`src/rtl/base_pkg.sv`:
```
// Shared sizing helper for the base FIFO family.
package base_pkg;

    // Width of a pointer (occ=0) or of an occupancy counter (occ=1) for a given depth.
    function automatic int unsigned fifo_w(input int unsigned d, input bit occ);
        return occ ? $clog2(d + 1) : $clog2(d);
    endfunction

endpackage

```
`src/rtl/base_fifo_ptr.sv`:
```
// Wrapping FIFO pointer; depth must be a power of two so the natural overflow wraps.
module base_fifo_ptr
    import base_pkg::*;
#(
    parameter int unsigned depth = 4
) (
    input  logic                         clk,
    input  logic                         reset,
    input  logic                         inc,
    output logic [fifo_w(depth, 1'b0)-1:0] ptr
);

    localparam int unsigned PW = fifo_w(depth, 1'b0);

    logic [PW-1:0] ptr_q;
    logic [PW-1:0] ptr_d;

    always_comb begin
        ptr_d = ptr_q;
        if (inc) ptr_d = ptr_q + PW'(1);
    end

    always_ff @(posedge clk or posedge reset) begin
        if (reset) ptr_q <= '0;
        else       ptr_q <= ptr_d;
    end

    assign ptr = ptr_q;

endmodule

```
`src/rtl/base_fifo.sv`:
```
// Synchronous valid/ready FIFO with registered flags and occupancy count.
// Optional upstream protocol checker enabled by BASE_FIFO_PROTOCOL_CHECK_EN.
module base_fifo
    import base_pkg::*;
#(
    parameter int unsigned width = 1,
    parameter int unsigned depth = 4
) (
    input  logic                             clk,
    input  logic                             reset,
    input  logic                             i_v,
    output logic                             i_r,
    input  logic [0:width-1]                 i_d,
    output logic                             o_v,
    input  logic                             o_r,
    output logic [0:width-1]                 o_d,
    output logic [0:fifo_w(depth, 1'b1)-1]   o_cnt,
    output logic                             o_err
);

    localparam int unsigned PW = fifo_w(depth, 1'b0);
    localparam int unsigned CW = fifo_w(depth, 1'b1);

    logic [0:width-1] mem_q [depth];
    logic [PW-1:0]    wr_ptr;
    logic [PW-1:0]    rd_ptr;
    logic [CW-1:0]    cnt_q, cnt_d;
    logic             ready_q, ready_d;
    logic             valid_q, valid_d;
    logic             push, pop;

    assign push = i_v && ready_q;
    assign pop  = valid_q && o_r;

    base_fifo_ptr #(.depth(depth)) u_wr_ptr (
        .clk   (clk),
        .reset (reset),
        .inc   (push),
        .ptr   (wr_ptr)
    );

    base_fifo_ptr #(.depth(depth)) u_rd_ptr (
        .clk   (clk),
        .reset (reset),
        .inc   (pop),
        .ptr   (rd_ptr)
    );

    // Occupancy and flags are computed from the next count so they stay registered.
    always_comb begin
        cnt_d = cnt_q;
        unique case ({push, pop})
            2'b10:   cnt_d = cnt_q + CW'(1);
            2'b01:   cnt_d = cnt_q - CW'(1);
            default: cnt_d = cnt_q;
        endcase
        ready_d = (cnt_d != CW'(depth));
        valid_d = (cnt_d != CW'(0));
    end

    always_ff @(posedge clk or posedge reset) begin
        if (reset) begin
            cnt_q   <= '0;
            ready_q <= 1'b1;
            valid_q <= 1'b0;
        end else begin
            cnt_q   <= cnt_d;
            ready_q <= ready_d;
            valid_q <= valid_d;
        end
    end

    // Storage is intentionally not reset.
    always_ff @(posedge clk) begin
        if (push && !reset) mem_q[wr_ptr] <= i_d;
    end

    assign i_r   = ready_q;
    assign o_v   = valid_q;
    assign o_d   = mem_q[rd_ptr];
    assign o_cnt = cnt_q;

`ifdef BASE_FIFO_PROTOCOL_CHECK_EN
    logic             stall_q;
    logic [0:width-1] held_q;
    logic             err_q, err_d;
    logic             viol;

    // A stalled offer must stay valid with unchanged payload until accepted.
    assign viol  = stall_q && (!i_v || (i_d != held_q));
    assign err_d = err_q || viol;

    always_ff @(posedge clk or posedge reset) begin
        if (reset) begin
            stall_q <= 1'b0;
            held_q  <= '0;
            err_q   <= 1'b0;
        end else begin
            stall_q <= i_v && !ready_q;
            held_q  <= i_d;
            err_q   <= err_d;
        end
    end

    assign o_err = err_q;
`else
    assign o_err = 1'b0;
`endif

endmodule

```
`config.mk`:
```
export PLATFORM = sky130hd
export DESIGN_NAME = base_fifo
export DESIGN_NICKNAME = d
export VERILOG_FILES = /design/src/rtl/base_pkg.sv /design/src/rtl/base_fifo_ptr.sv /design/src/rtl/base_fifo.sv
export SDC_FILE = /design/constraint.sdc
export NUM_CORES = 1
export LEC_CHECK = 0
export CORE_MARGIN = 3
export CORE_UTILIZATION = 30
export DETAILED_ROUTE_END_ITERATION = 10
export GPL_TIMING_DRIVEN = 0
export SYNTH_ARGS = -nofsm -noshare
export SYNTH_HDL_FRONTEND = slang
export SYNTH_SLANG_ARGS = --single-unit
```
`constraint.sdc`:
```
create_clock -name clk -period 2.69 [get_ports clk]
set_clock_uncertainty 0.05 [all_clocks]
set_input_delay 0.538 -clock clk [delete_from_list [all_inputs] [get_ports clk]]
set_output_delay 0.538 -clock clk [all_outputs]
set_load 0.005 [all_outputs]
```
==> metrics.csv <==
stage,metric,value,unit
cts,Clock Tree Buf Depth,2,
critical_path,CP max FO,3,
pwr,standby leakage power,0.349,nW
pwr,pwr/cell area,993,nW/um^2
timing,minimum clock period,2340,ps
grt,largest net degree at the start of global routing,10,
grt,first-pass GRT wire length,1.69,mm
pwr,sequential share of power,41.9,%
min_path,startpoint of the worst hold path,o_cnt[0],
synthesis,post-synthesis cell count,54,
detailed_routing,vias,399,
timing,Fin. Hold Viols,0,
placed_design,PortBufs,10,
pwr,maximum VDD drop,0.439,mV
cts,Post CTS Setup Buffer Count,0,
die,die height,52.7,um
final_layout,n_diodes,0,
cts,worst skew pair latency,270,ps
critical_path,worst r2r src,i_r,
detailed_routing,Residual DRC,0,
pwr,sw power,0.274,mW
placed_design,Placement Setup Slack,81.1,ps
cts,clock-pin slew on the worst setup and hold paths,80,ps
die,initial core utilization,32.4,%
pwr,combinational share of power,43.5,%
critical_path,crit path from,o_r,
die,die area,2780,sq um
critical_path,Setup crit start kind,input port,
detailed_routing,"antenna viol nets, final",0,
die,num ports,12,
pwr,Clock power frac,14.6,%
detailed_routing,initial drt markers,5,
min_path,class of the worst hold path,reg -> reg,
synthesis,yosys warns,0,
synthesis,"FF+latch count, synth",13,
synthesis,syn avg cell area,12.1,sq um
grt,vias in the first global route,395,
grt,gr ovfl total,0,
final_layout,P&R area growth vs syn,24.5,%
critical_path,Worst EP required,2840,ps
final_layout,# fillers,195,
final_layout,most frequent cells in the layout,"clkdlybuf4s50_1, dfrtp_1, inv_1",
detailed_routing,WL per Instance,10.4,um
placed_design,Final HPWL DP,784,um
synthesis,post-synthesis cell type count,21,
die,Core Footprint,2020,sq um
pwr,Pint,0.535,mW
synthesis,register area share after synthesis,53.0,%
synthesis,Post-Syn Nets,65,
cts,Hold Buf Count CTS,0,
timing,PnR worst setup slack,352,ps
grt,initial antenna violation count,0,
final_layout,share of layout cells above drive strength 1,10.3,%
pwr,sw frac,33.9,%
critical_path,Crit Path Class,in -> reg,
cts,clock tree sinks,13,
timing,fin crit share,86.9,%
cts,clk root buf,clkbuf_4,
detailed_routing,final wirelength,988,um
timing,Final TNS setup,0,ps
synthesis,cell area after synthesis,654,sq um
final_layout,NumNets Final,80,
placed_design,GP Congestion,0.708,
cts,CTS tree,yes,
grt,global-route usage over all layers,8.84,%
detailed_routing,Vias/cell,4.20,
critical_path,crit end category,flop,
job,Max-Cap Viols,0,
detailed_routing,TritonRoute pass-1 iters,4,
timing,Max Clk Rate,428,MHz
die,Die X,52.7,um
timing,Slew Limit Fails,0,
die,Cell Rows,16,
status,status,"complete, no violations",
timing,final setup vio count,0,
cts,H-tree Lvls,1,
cts,Post-CTS Resized,0,
critical_path,Crit path arrival time,2490,ps
timing,unrepaired setup endpoints after global routing,no,
cts,TritonCTS buffer count,3,
final_layout,"commonest non-fill, non-tap cell in the layout",clkdlybuf4s50_1,
metrics by stage:
stage | power [mW] | util (%) | area (sq um) | instances | hold WS (ps)
floorplan | 0.564 | - | 654 | 54 | 315
global placement | 0.689 | 39.0 | 788 | 91 | 414
detailed placement | 0.698 | 39.0 | 788 | 91 | 400
CTS | 0.821 | 40.3 | 815 | 95 | 422
global route | 0.887 | 40.3 | 815 | 95 | 463
finish | 0.809 | 40.3 | 815 | 95 | 427
Yosys cell counts:
cell type / number / area share, %
a32o_1: 1 / 1.5
o21ai_0: 1 / 0.76
xor2_1: 2 / 2.7
a21oi_1: 2 / 1.5
nand3b_1: 1 / 1.1
conb_1: 1 / 0.57
nand2_1: 3 / 1.7
nor3_1: 2 / 1.5
dfrtp_1: 8 / 31
and3b_1: 1 / 1.3
dfstp_2: 1 / 4.0
edfxtp_1: 4 / 18
buf_4: 1 / 1.1
mux2_2: 1 / 1.7
xnor2_1: 4 / 5.4
and2_1: 5 / 4.8
inv_1: 7 / 4.0
fa_1: 1 / 3.1
ha_1: 5 / 9.6
nor2_1: 2 / 1.1
mux4_2: 1 / 3.4
worst max-delay path, stage by stage:
cell and delay, ps:
clkdlybuf4s50_1 450, and2_1 190, ha_1 200, inv_1 60, fa_1 480, and3b_1 180
a32o_1 230, a21oi_1 160
logic make-up (layout without fill, tap and decap cells):
kind of cell	after synthesis	after routing	synth area share [%]
simple gates	14	14	11.7
flops	13	13	53.0
buf+inv	8	22	5.16
fa+ha+maj	6	6	12.6
xor+xnor	6	6	8.03
compound gates	4	4	3.82
mux	2	2	5.16
other cells	1	1	0.573
state kept, by name, indices dropped and copies added, names as in the netlist:
| register | cells |
|---|---|
| i_r | 1 |
| mem_q | 4 |
| o_cnt | 3 |
| o_v | 1 |
| u_rd_ptr.ptr | 2 |
| u_wr_ptr.ptr | 2 |
final cells by class:
class                   instances  area [sq um]  area share [%]
flip-flops and latches         13           347            42.5
clock buffers                   4          26.3            3.23
inverters                       7          26.3            3.23
well taps                      27          33.8            4.15
plain buffers                   1          7.51           0.922
repair buffers                 10           100            12.3
multi-input cells              33           274            33.6
final timing paths:
check                      cells after the start  slack, ps         endpoint
min in group asynchronous                      2        520  u_rd_ptr.ptr[0]
max in group asynchronous                      2       1770              i_r
min                                            1        430              i_r
max                                            8        350              i_r
max reg2reg                                    7        580              i_r
min reg2reg                                    1        430              i_r
metal layers:
layer | GRT usage, % | vias to the layer above | routed length [um]
met2 | 13.2 | 8 | 443
met5 | 0 | - | 0
met3 | 2.56 | 2 | 39
li1 | - | 199 | -
met4 | 6.38 | 0 | 10
met1 | 10.7 | 190 | 495
power by group through the flow:
stage	registers, mW	clock network, mW	logic [mW]
after floorplan	0.337	0	0.227
after detailed placement	0.345	0	0.353
final	0.339	0.118	0.351
after CTS	0.340	0.124	0.357
after global routing	0.349	0.135	0.402
after global placement	0.343	0	0.346
Power figures use the tool's default switching activity.
